$ cat config.mk
export PLATFORM = sky130hd
export DESIGN_NAME = tdc_channel
export DESIGN_NICKNAME = d
export VERILOG_FILES = /design/src/rtl/tdc_pkg.sv /design/src/rtl/tdc_channel_therm2bin.sv /design/src/rtl/tdc_channel.sv
export SDC_FILE = /design/constraint.sdc
export NUM_CORES = 1
export LEC_CHECK = 0
export BUFFER_PORTS_ARGS = -buffer_cell sky130_fd_sc_hd__buf_2
export CAP_MARGIN = 20
export CORE_AREA = 2 2 52 45
export DETAILED_ROUTE_END_ITERATION = 16
export DIE_AREA = 0 0 54 47
export PLACE_DENSITY_LB_ADDON = 0.12
export SKIP_CTS_REPAIR_TIMING = 1
export SLEW_MARGIN = 30
export SYNTH_ARGS = -nofsm -noshare
export SYNTH_HDL_FRONTEND = slang
export SYNTH_SLANG_ARGS = --single-unit
$ cat constraint.sdc
create_clock -name clk -period 2.8 [get_ports clk]
set_input_delay 0.42 -clock clk [delete_from_list [all_inputs] [get_ports clk]]
set_output_delay 0.42 -clock clk [all_outputs]
set_load 0.03 [all_outputs]
$ cat src/rtl/tdc_pkg.sv
// Shared types and helpers for the TDC channel.
package tdc_pkg;

  typedef enum logic [1:0] {IDLE, ARMED, DONE} tdc_state_t;

  // Depth of the tap synchroniser; detection happens on the last stage.
  localparam int unsigned SAMPLE_STAGES = 2;

  // Widest delay line the popcount helper handles.
  localparam int unsigned MAX_TAPS = 1024;

  // Count of ones in a thermometer code (zero-extended to MAX_TAPS).
  function automatic int unsigned popcount(input logic [MAX_TAPS-1:0] v);
    int unsigned n;
    n = 0;
    for (int unsigned i = 0; i < MAX_TAPS; i++) begin
      n += int'(v[i]);
    end
    return n;
  endfunction

endpackage

$ cat src/rtl/tdc_channel_therm2bin.sv
// Thermometer-to-binary encoder: optional bubble filter plus popcount.
// Build option: TDC_BUBBLE_FILTER_EN enables the 3-tap majority filter.
module tdc_therm2bin
  import tdc_pkg::*;
#(
  parameter int N = 64
) (
  input  logic [N-1:0]           code,
  output logic [$clog2(N+1)-1:0] fine,
  output logic                   hit
);

  localparam int FW = $clog2(N+1);

  logic [N-1:0] c;

`ifdef TDC_BUBBLE_FILTER_EN
  // Pad with 1 below tap 0 and 0 above tap N-1 so edge taps see an ideal neighbour.
  logic [N+1:0] ext;
  assign ext = {1'b0, code, 1'b1};

  // Majority of each tap and its two neighbours removes single-tap bubbles.
  always_comb begin
    c = '0;
    for (int unsigned i = 0; i < N; i++) begin
      c[i] = (ext[i] & ext[i+1]) | (ext[i+1] & ext[i+2]) | (ext[i] & ext[i+2]);
    end
  end
`else
  assign c = code;
`endif

  // Ones count and detection flag of the (possibly filtered) code.
  always_comb begin
    fine = FW'(popcount({{(MAX_TAPS-N){1'b0}}, c}));
    hit  = |c;
  end

endmodule

$ cat src/rtl/tdc_channel.sv
// Single-channel TDC: delay line, two-stage tap sampler, encoder, coarse counter.
// Build option: TDC_BUBBLE_FILTER_EN (bubble filter inside tdc_therm2bin).

// Delay line: hit ripples through a carry chain; each carry is one tap.
module delay_line #(
  parameter int N       = 64,
  parameter     DL_TYPE = "RCA"
) (
  input  logic         hit,
  output logic [N-1:0] taps
);

  generate
    if (DL_TYPE == "RCA") begin : g_rca
      // Adder with A=all ones, B=0: every stage propagates its carry-in.
      logic [N:0] carry;
      assign carry[0] = hit;
      for (genvar i = 0; i < N; i++) begin : g_cell
        assign carry[i+1] = (1'b1 & carry[i]) | (1'b0 & 1'b1);
      end
      assign taps = carry[N:1];
    end else begin : g_none
      assign taps = '0;
    end
  endgenerate

endmodule

module tdc_channel
  import tdc_pkg::*;
#(
  parameter int N       = 64,
  parameter     DL_TYPE = "RCA",
  parameter int CW      = 8
) (
  input  logic                   clk,
  input  logic                   rst_n,
  input  logic                   arm_i,
  input  logic                   hit_i,
  input  logic                   out_ready_i,
  output logic                   out_valid_o,
  output logic [CW-1:0]          coarse_o,
  output logic [$clog2(N+1)-1:0] fine_o,
  output logic                   overflow_o,
  output logic                   busy_o
);

  localparam int FW = $clog2(N+1);

  tdc_state_t   state, state_next;
  logic [N-1:0] taps;
  logic [N-1:0] smp [SAMPLE_STAGES];
  logic [N-1:0] s2;
  logic [CW-1:0] cnt;
  logic [FW-1:0] fine_w;
  logic          hit_seen;
  logic          cnt_clr, cnt_inc, load_hit, load_ovf, clear;

  (* keep *) delay_line #(.N(N), .DL_TYPE(DL_TYPE)) u_dl (
    .hit  (hit_i),
    .taps (taps)
  );

  assign s2 = smp[SAMPLE_STAGES-1];

  tdc_therm2bin #(.N(N)) u_enc (
    .code (s2),
    .fine (fine_w),
    .hit  (hit_seen)
  );

  assign busy_o = (state != IDLE);

  // Next-state and datapath strobes; a hit on the saturating cycle beats overflow.
  always_comb begin
    state_next = state;
    cnt_clr    = 1'b0;
    cnt_inc    = 1'b0;
    load_hit   = 1'b0;
    load_ovf   = 1'b0;
    clear      = 1'b0;
    case (state)
      IDLE: begin
        if (arm_i && (s2 == '0)) begin
          state_next = ARMED;
          cnt_clr    = 1'b1;
        end
      end
      ARMED: begin
        if (hit_seen) begin
          load_hit   = 1'b1;
          state_next = DONE;
        end else if (cnt == '1) begin
          load_ovf   = 1'b1;
          state_next = DONE;
        end else begin
          cnt_inc = 1'b1;
        end
      end
      DONE: begin
        if (out_ready_i) begin
          clear      = 1'b1;
          state_next = IDLE;
        end
      end
      default: state_next = IDLE;
    endcase
  end

  // State, sampler pipeline, coarse counter and result registers.
  always_ff @(posedge clk or negedge rst_n) begin
    if (!rst_n) begin
      state <= IDLE;
      for (int unsigned s = 0; s < SAMPLE_STAGES; s++) begin
        smp[s] <= '0;
      end
      cnt         <= '0;
      out_valid_o <= 1'b0;
      coarse_o    <= '0;
      fine_o      <= '0;
      overflow_o  <= 1'b0;
    end else begin
      state  <= state_next;
      smp[0] <= taps;
      for (int unsigned s = 1; s < SAMPLE_STAGES; s++) begin
        smp[s] <= smp[s-1];
      end
      if (cnt_clr) begin
        cnt <= '0;
      end else if (cnt_inc) begin
        cnt <= cnt + 1'b1;
      end
      if (load_hit) begin
        coarse_o    <= cnt;
        fine_o      <= fine_w;
        overflow_o  <= 1'b0;
        out_valid_o <= 1'b1;
      end
      if (load_ovf) begin
        coarse_o    <= '1;
        fine_o      <= '0;
        overflow_o  <= 1'b1;
        out_valid_o <= 1'b1;
      end
      if (clear) begin
        out_valid_o <= 1'b0;
        overflow_o  <= 1'b0;
      end
    end
  end

endmodule

==> flow_metrics.py, run 1 <==
metrics = {
    "status": {
        "outcome": "finished clean",
    },
    "layout": {
        "final_cell_mix": "dfrtp_1 (23), buf_2 (16), nand2_1 (8), o22a_2 (7), conb_1 (6)",
        "n_fill_cell": 172,
        "layout.cells.most_common": "dfrtp_1",
        "nNetsFinal": 118,
        "regArea_um2": 575.6,
        "diodes": 0,
        "final_util_pct": 57.16,
        "layout-drive-gt1-share_pct": 31.53,
        "area_growth_pct": 8.813,
        "multiInputGateArea_um2": 432.9,
    },
    "setup_path": {
        "worstSetupPathType": "reg2out",
        "crit_start": "state[0]$_DFFE_PN0P_",
        "worst-path-max-fanout": 8,
        "worstSetupStartpointType": "register",
        "crit_family": "flip-flops",
        "crit_path_end_kind": "primary output",
        "crit_path_end": "busy_o",
        "rrSetupSlack_ns": 1.15,
        "r2r-end": "coarse_o[2]$_DFFE_PN0P_",
        "reg2reg_from": "cnt[0]$_DFFE_PN0P_",
        "worst-path-buf-inv": 1,
        "rr_worst_depth": 5,
        "cp.required_ns": 2.38,
        "cp_slowest_cell": "dfrtp_1",
        "slowest_delay_ns": 0.48,
        "path_cells": "or2_2, buf_2",
        "cp.depth": 2,
        "crit_arrival_ns": 1.31,
    },
    "synthesis": {
        "async_reset_ff_share_pct": 100.0,
        "syn-instance-count": 94,
        "ys_ff_latch": 23,
        "syn_area_mm2": 0.001065,
        "synth-edff-count": 0,
        "synth_seq_area_share_pct": 54.05,
        "synth_cell_types": 34,
        "syn_avg_cell_area_um2": 11.33,
        "ys.flop_type": "dfrtp_1",
        "ys_warn_count": 0,
    },
    "run": {
        "max-cap-violations": 0,
    },
    "timing": {
        "slew_viol_final": 0,
        "rsz0062_at_grt": "no",
        "min_period_ns": 1.727,
        "max_freq_ghz": 0.5792,
        "finalSetupTns_ns": 0,
        "hold_violations": 0,
        "setup-violations-final": 0,
        "finalClockSkew_ns": 0.002383,
        "maxSlewHeadroom_pct": 65.94,
        "period_share_pct": 61.67,
        "tightest_slew_ns": 0.5055,
    },
    "floorplan": {
        "die-area_mm2": 0.002538,
        "die_w_um": 54,
        "ios": 23,
        "rows": 15,
        "start_util_pct": 52.53,
        "die_h_um": 47,
        "core_mm2": 0.002027,
    },
    "pwr": {
        "irDropWorstVdd_mv": 0.4970,
        "switching_share_pct": 39.64,
        "p_int_w": 0.0005920,
        "p_clk_share_pct": 15.1,
        "p_switching_w": 0.0003887,
        "combPwrFrac_pct": 36.6,
        "leakage_nw": 0.5357,
        "cellPowerDensity_mw_per_mm2": 846.4,
        "p_seq_share_pct": 48.3,
    },
    "drt": {
        "ant_nets": 0,
        "wirelength_mm": 1.934,
        "avgViaCountPerCell": 5.581,
        "drt_pass1_iterations": 4,
        "drc_errors": 0,
        "drtIter0Drc": 10,
        "wl_per_cell_um": 14.22,
        "vias": 759,
    },
    "clocking": {
        "clk_path_buf_depth": 2,
        "clkTransAtPathRegs_ns": 0.12,
        "cts_tree": "done",
        "root_buffer": "clkbuf_4",
        "cts_buffers": 3,
        "ctsHtreeMaxLevel": 1,
        "clock_latency_ns": 0.31,
        "cts_sinks": 23,
    },
    "hold_path": {
        "hold_path.class": "in2async",
    },
    "placed_design": {
        "portBuffers": 16,
        "hpwl_mm": 1.398,
        "gp_congestion": 0.8221,
    },
    "grt": {
        "antenna_found_initial": 0,
        "grt_pass1_wl_mm": 2.939,
        "grt_max_degree": 24,
        "grtUsageTotal_pct": 16.96,
        "grt_pass1_vias": 632,
        "grt-ovfl-total": 0,
    },
}
power groups by stage:
stage	Sequential, W	Clock, W	Combinational [W]
floorplan	0.000595	0	0.000150
global placement	0.000475	0	0.000361
detailed placement	0.000480	0	0.000361
CTS	0.000473	0.000151	0.000363
global route	0.000483	0.000169	0.000389
finish	0.000474	0.000148	0.000359
registers in the layout, indices dropped and copies added, names as in the netlist:
signal       count
fine_o           1
overflow_o       1
smp              1
cnt              8
out_valid_o      1
s2               1
state            2
coarse_o         8
metrics by stage:
stage | setup slack [ns] | instance area (µm²) | hold slack, ns | cells | total power, W
2_1_floorplan | 1.253 | 1084 | 0.1244 | 99 | 0.0007447
3_3_place_gp | 1.214 | 1131 | 0.3354 | 132 | 0.0008366
3_5_place_dp | 1.183 | 1131 | 0.3411 | 132 | 0.0008416
4_1_cts | 1.079 | 1159 | 0.07410 | 136 | 0.0009872
5_1_grt | 1.014 | 1159 | 0.08903 | 136 | 0.001042
6_report | 1.073 | 1159 | 0.05802 | 136 | 0.0009807
kinds of logic after synthesis:
logic type | count (synthesis) | share of synthesized area (%)
AO/OA/AOI/OAI | 23 | 16.33
AND/OR/NAND/NOR | 31 | 16.92
XOR/XNOR | 1 | 0.8227
other | 1 | 0.3522
multiplexers | 3 | 3.290
flip-flops | 23 | 54.05
adder cells (fa/ha/maj) | 1 | 1.175
buffers and inverters | 11 | 7.049
cells in the mapped netlist (2+ instances only):
cell / count / area [µm²]
buf_4: 6 / 45.04
o211ai_1: 2 / 15.01
o22a_2: 7 / 70.07
nor2_1: 4 / 15.01
nand2_1: 8 / 30.03
inv_1: 3 / 11.26
mux2i_1: 2 / 20.02
nand3b_1: 2 / 15.01
nor3_1: 2 / 10.01
a21oi_1: 3 / 15.01
o21ai_0: 5 / 25.02
dfrtp_1: 23 / 575.6
nand2b_1: 2 / 12.51
nand3_1: 5 / 25.02
worst min-delay path by stage:
stage                     slack, ns         startpoint                      end
after floorplan                0.12              rst_n       cnt[0]$_DFFE_PN0P_
after global placement         0.34  smp[64]$_DFF_PN0_          s2[0]$_DFF_PN0_
after detailed placement       0.34  smp[64]$_DFF_PN0_          s2[0]$_DFF_PN0_
after CTS                      0.07              rst_n  coarse_o[7]$_DFFE_PN0P_
after global routing           0.09              rst_n  coarse_o[7]$_DFFE_PN0P_
final                          0.06              rst_n  coarse_o[3]$_DFFE_PN0P_
area by class of cell:
| type | instances | share of cell area (%) |
|---|---|---|
| inverter | 3 | 0.9719 |
| tap | 25 | 2.700 |
| clock buffer | 3 | 1.944 |
| sequential | 23 | 49.68 |
| clock inverter | 1 | 0.4320 |
| multi-input combinational | 65 | 37.37 |
| timing repair buffer | 16 | 6.911 |
metal layers:
metal  share of wire [%]  GRT usage, %  up-vias
li1                    -             -      362
met1                  49         23.97      371
met2                  45         25.37       24
met3                 5.3         6.688        2
met4                0.62         3.000        0
met5                   0             0        -
Note: power is estimated with default switching activity, not from simulation.
==> run 2, diff against run 1 <==
CORE_AREA = 2 2 57 48   (was 2 2 52 45)
DIE_AREA = 0 0 59 50   (was 0 0 54 47)
clock period = 1.5 ns   (was 2.8 ns; I/O delays follow)
==> run 2 against run 1 <==
Against the previous run: hold slack improved by 0.17 ns; sequential share of layout area decreased by 7.2 points; clock-buffer cell count increased by 1; via count increased by 6.5%; critical endpoint unchanged; critical path type unchanged; clock skew about the same.
==> flow_metrics.py, run 2 (same netlist as run 1, synthesis figures left out) <==
metrics = {
    "grt": {
        "grt_max_degree": 24,
        "grt_pass1_wl_mm": 3.698,
        "antenna_found_initial": 0,
        "grt_pass1_vias": 786,
        "grtUsageTotal_pct": 16.91,
        "grt-ovfl-total": 0,
    },
    "clocking": {
        "cts_tree": "done",
        "clk_path_buf_depth": 2,
        "cts_buffers": 3,
        "ctsHtreeMaxLevel": 1,
        "clkTransAtPathRegs_ns": 0.12,
        "clock_latency_ns": 0.31,
        "root_buffer": "clkbuf_4",
        "cts_sinks": 23,
    },
    "layout": {
        "final_cell_mix": "dfrtp_1 (21), buf_4 (16), buf_2 (15), nand2_1 (8), o22a_2 (7)",
        "reg_top3": "cnt (8), coarse_o (8), state (2)",
        "stdcell_count": 156,
        "layout.cells.most_common": "dfrtp_1",
        "nNetsFinal": 136,
        "layout-drive-gt1-share_pct": 44.19,
        "diodes": 0,
        "final_util_pct": 57.57,
        "area_growth_pct": 27.73,
    },
    "timing": {
        "max_freq_ghz": 0.6672,
        "tightest_slew_ns": 0.5016,
        "setup-violations-final": 0,
        "slew_viol_final": 0,
        "hold_violations": 0,
        "min_period_ns": 1.499,
        "rsz0062_at_grt": "yes",
        "finalClockSkew_ns": 0.002698,
        "fin_ws_ns": 0.001117,
        "period_share_pct": 99.93,
        "maxSlewHeadroom_pct": 66.56,
    },
    "drt": {
        "drc_errors": 0,
        "vias": 808,
        "wirelength_mm": 2.227,
        "wl_met2_mm": 1.075,
        "drtIter0Drc": 4,
        "ant_nets": 0,
        "met1_length_mm": 1.043,
        "drt_pass1_iterations": 2,
        "met3_length_um": 97,
        "wl_per_cell_um": 14.28,
        "avgViaCountPerCell": 5.179,
        "dr.max_layer_used": "met4",
    },
    "floorplan": {
        "die_w_um": 59,
        "start_util_pct": 45.07,
        "ios": 23,
        "core_mm2": 0.002362,
        "die-area_mm2": 0.002950,
        "die_h_um": 50,
        "rows": 16,
    },
    "pwr": {
        "leakage_nw": 0.6186,
        "cellPowerDensity_mw_per_mm2": 1443,
        "irDropWorstVdd_mv": 0.8353,
    },
    "setup_path": {
        "worstSetupStartpointType": "register",
        "crit_arrival_ns": 1.27,
        "crit_path_end_kind": "primary output",
        "worstSetupPathType": "reg2out",
        "cp.required_ns": 1.27,
        "worst-path-max-fanout": 5,
    },
    "placed_design": {
        "hpwl_mm": 1.567,
        "portBuffers": 16,
        "place_inst": 147,
        "place_ws_ns": 0.04940,
        "gp_congestion": 0.8437,
    },
    "hold_path": {
        "hold_path.class": "in2reg",
    },
    "run": {
        "max-cap-violations": 0,
    },
    "status": {
        "outcome": "finished clean",
    },
}
## run 2: cell types whose count changed in the layout (fill, tap and decap cells not counted), moves of 2 or more
cell,before,now
nor3_1,2,0
nor3_2,0,2
dfrtp_1,23,21
dfrtp_2,0,2
buf_4,0,16
dlygate4sd3_1,0,2
## run 2: final timing paths
| check | startpoint | end | slack, ns | depth (start not counted) |
|---|---|---|---|---|
| max in group asynchronous | rst_n | state[1]$_DFFE_PN0P_ | 0.73 | 2 |
| worst min-delay path | out_ready_i | out_valid_o$_DFFE_PN0P_ | 0.22 | 4 |
| worst max register to register | state[1]$_DFFE_PN0P_ | cnt[0]$_DFFE_PN0P_ | 0.03 | 6 |
| worst min register to register | smp[64]$_DFF_PN0_ | s2[0]$_DFF_PN0_ | 0.39 | 0 |
| min in group asynchronous | rst_n | coarse_o[3]$_DFFE_PN0P_ | 0.41 | 2 |
| worst max-delay path | state[1]$_DFFE_PN0P_ | busy_o | 0.001 | 3 |
## run 2: metrics by stage
| step | setup TNS (ns) | total power [W] | hold slack [ns] | cell area (µm²) |
|---|---|---|---|---|
| CTS | -0.1182 | 0.001921 | -0.1242 | 1262 |
| detailed placement | 0 | 0.001635 | 0.2250 | 1236 |
| finish | 0 | 0.001962 | 0.2235 | 1360 |
| floorplan | 0 | 0.001391 | -0.07059 | 1089 |
| global placement | 0 | 0.001626 | 0.2148 | 1236 |
| global route | -0.1404 | 0.002092 | 0.2535 | 1360 |
## run 2: layout make-up
| cell class | instances | area, µm² |
|---|---|---|
| repair buffers | 34 | 226.5 |
| clock buffers | 4 | 26.28 |
| well taps | 27 | 33.78 |
| inverters | 3 | 11.26 |
| flip-flops and latches | 23 | 578.1 |
| multi-input cells | 65 | 484.2 |
| fillers | 236 | 1002 |
## run 2: worst max-delay path: stages (launching register included)
cell and delay (ns):
dfrtp_2 0.45, or2_4 0.25, buf_4 0.14, buf_6 0.13
## run 2: report_power, final
group | internal, W | leakage, nW | switching [W] | total (W)
registers | 0.000770 | 0.286 | 0.0000955 | 0.000866
logic | 0.000331 | 0.317 | 0.000484 | 0.000815
clock network | 0.000104 | 0.0150 | 0.000178 | 0.000282
## run 2: layer usage
metal  GRT usage, %  up-vias
li1               -      397
met2          26.67       17
met3          5.512        2
met1          23.14      392
met5              0        -
met4          2.273        0
==> run 3, diff against run 2 <==
ABC_AREA = 1   (was unset)
CORE_AREA = 2 2 44 66   (was 2 2 57 48)
DIE_AREA = 0 0 46 68   (was 0 0 59 50)
==> run 3 against run 2 <==
Against the previous run: hold slack lost 0.16 ns; clock-buffer cell count unchanged; sequential power decreased by 12%; die area grew 6.0%; combinational power down 45%; sequential cell count unchanged; highest routed layer unchanged.
==> flow_metrics.py, run 3 <==
metrics = {
    "grt": {
        "grt_pass1_vias": 839,
        "grt_max_degree": 24,
        "grt_pass1_wl_mm": 3.677,
        "grt-ovfl-total": 0,
        "grtUsageTotal_pct": 16.30,
        "antenna_found_initial": 0,
    },
    "clocking": {
        "cts_tree": "done",
        "clkTransAtPathRegs_ns": 0.08,
        "root_buffer": "clkbuf_8",
        "cts_sinks": 23,
        "clk_path_buf_depth": 2,
        "clock_latency_ns": 0.26,
        "cts_buffers": 3,
        "ctsHtreeMaxLevel": 1,
    },
    "synthesis": {
        "syn-instance-count": 141,
        "synth_cell_types": 26,
        "syn_avg_cell_area_um2": 8.306,
        "synth-edff-count": 0,
        "synth.most_common_cell": "nand2_1",
        "yosysTopAreaCellShare_pct": 49.15,
        "ys.flop_type": "dfrtp_1",
        "ys_warn_count": 0,
        "ys_ff_latch": 23,
        "async_reset_ff_share_pct": 100.0,
        "ys_top_cells_by_area": "dfrtp_1 (49%), nand2_1 (16%), nand3_1 (4.3%), inv_1 (4.2%), buf_4 (3.8%)",
        "synth_seq_area_share_pct": 49.15,
        "synth.largest_area_cell": "dfrtp_1",
        "synthTopCellsByCount": "nand2_1 (50), dfrtp_1 (23), inv_1 (13), nand3_1 (10), nor2_1 (8)",
        "syn_area_mm2": 0.001171,
    },
    "floorplan": {
        "rows": 23,
        "die_h_um": 68,
        "die_w_um": 46,
        "start_util_pct": 45.22,
        "die-area_mm2": 0.003128,
        "ios": 23,
        "core_mm2": 0.002590,
    },
    "setup_path": {
        "crit_path_end_kind": "register",
        "crit_start": "cnt[1]$_DFFE_PN0P_",
        "rr_worst_depth": 9,
        "worstSetupPathType": "reg2reg",
        "worst-path-max-fanout": 6,
        "reg2reg_from": "cnt[1]$_DFFE_PN0P_",
        "cp.required_ns": 1.66,
        "crit_arrival_ns": 1.53,
        "worstSetupStartpointType": "register",
    },
    "drt": {
        "ant_nets": 0,
        "drt_pass1_iterations": 4,
        "wl_per_cell_um": 11.49,
        "drtIter0Drc": 36,
        "drc_errors": 0,
        "avgViaCountPerCell": 4.811,
        "vias": 914,
        "wirelength_mm": 2.183,
    },
    "timing": {
        "fin_ws_ns": 0.1310,
        "maxSlewHeadroom_pct": 65.72,
        "rsz0062_at_grt": "no",
        "hold_violations": 0,
        "tightest_slew_ns": 0.5142,
        "finalSetupTns_ns": 0,
        "finalClockSkew_ns": 0.005350,
        "period_share_pct": 91.26,
        "setup-violations-final": 0,
        "slew_viol_final": 0,
        "min_period_ns": 1.369,
        "max_freq_ghz": 0.7305,
    },
    "layout": {
        "diodes": 0,
        "layout-drive-gt1-share_pct": 24.24,
        "stdcell_count": 190,
        "layout.cells.most_common": "nand2_1",
        "nNetsFinal": 172,
        "final_cell_mix": "nand2_1 (50), dfrtp_1 (23), buf_2 (16), inv_1 (13), nand3_1 (10)",
        "area_growth_pct": 15.28,
        "reg_top3": "cnt (8), coarse_o (8), state (2)",
    },
    "placed_design": {
        "portBuffers": 16,
        "place_ws_ns": 0.1097,
        "gp_congestion": 0.8447,
        "place_inst": 183,
        "hpwl_mm": 1.633,
    },
    "pwr": {
        "leakage_nw": 0.7445,
        "cellPowerDensity_mw_per_mm2": 1182,
        "irDropWorstVdd_mv": 0.6408,
    },
    "hold_path": {
        "worstHoldStart": "hit_i",
        "hold_path_depth": 1,
        "hold_path.class": "in2reg",
    },
    "run": {
        "max-cap-violations": 0,
    },
    "status": {
        "outcome": "finished clean",
    },
}
-- run 3: cell count changes in the layout (fill, tap and decap cells not counted), moves of 3 or more --
cell	delta
nand3_1	+6
clkbuf_8	+3
nand4_1	+3
buf_4	-10
nor2_1	+4
o21ai_0	-4
clkbuf_4	-3
o21ai_2	+3
o22a_2	-7
nand2_1	+42
inv_1	+10
-- run 3: critical path: stages, from the launching register on --
cell,delay [ns]
dfrtp_1,0.43
ha_1,0.21
inv_1,0.09
nor2_4,0.06
nand2_1,0.09
nand2_1,0.07
nand2_2,0.08
clkinv_2,0.10
nand2_1,0.07
nand2_1,0.05
-- run 3: logic make-up (layout without fill, tap and decap cells) --
logic type	Yosys count	after routing	share of synthesized area [%]
compound gates	9	9	5.556
simple gates	79	79	30.88
fa+ha+maj	1	1	1.068
xor+xnor	3	3	2.244
flops	23	23	49.15
buf+inv	25	44	10.79
other cells	1	6	0.3202
-- run 3: power by group --
part           total [W]  switching (W)  internal [W]
clock network   0.000380       0.000191      0.000189
registers       0.000765      0.0000657      0.000699
logic           0.000451       0.000303      0.000148
total            0.00160       0.000559       0.00104
-- run 3: stage by stage --
step / total power [W] / area (µm²) / hold slack [ns] / utilization (%)
after floorplan: 0.001077 / 1190 / -0.07059 / -
after global placement: 0.001180 / 1270 / 0.2242 / 49.03
after detailed placement: 0.001186 / 1270 / 0.2358 / 49.03
after CTS: 0.001573 / 1315 / -0.05257 / 50.77
after global routing: 0.001696 / 1350 / 0.05091 / 52.13
final: 0.001596 / 1350 / 0.06680 / 52.13
-- run 3: worst paths after layout --
kind	endpoint	slack (ns)
max in group asynchronous	cnt[0]$_DFFE_PN0P_	0.69
worst max register to register	cnt[7]$_DFFE_PN0P_	0.13
worst min register to register	s2[0]$_DFF_PN0_	0.35
min in group asynchronous	coarse_o[3]$_DFFE_PN0P_	0.46
worst min-delay path	smp[64]$_DFF_PN0_	0.07
worst max-delay path	cnt[7]$_DFFE_PN0P_	0.13
-- run 3: metal layers --
metal	global-route usage (%)	routed length, µm	vias to the layer above
li1	-	-	470
met1	19.73	949	421
met2	27.60	1133	18
met3	2.375	60	5
met4	7.500	40	0
met5	0	0	-
-- run 3: area by class of cell --
class,instances,area (µm²)
Sequential cell,23,575.6
Multi-Input combinational cell,98,495.5
Inverter,17,67.56
Clock buffer,4,45.04
Tap cell,25,31.28
Timing Repair Buffer,23,135.1
Fill cell,236,1240
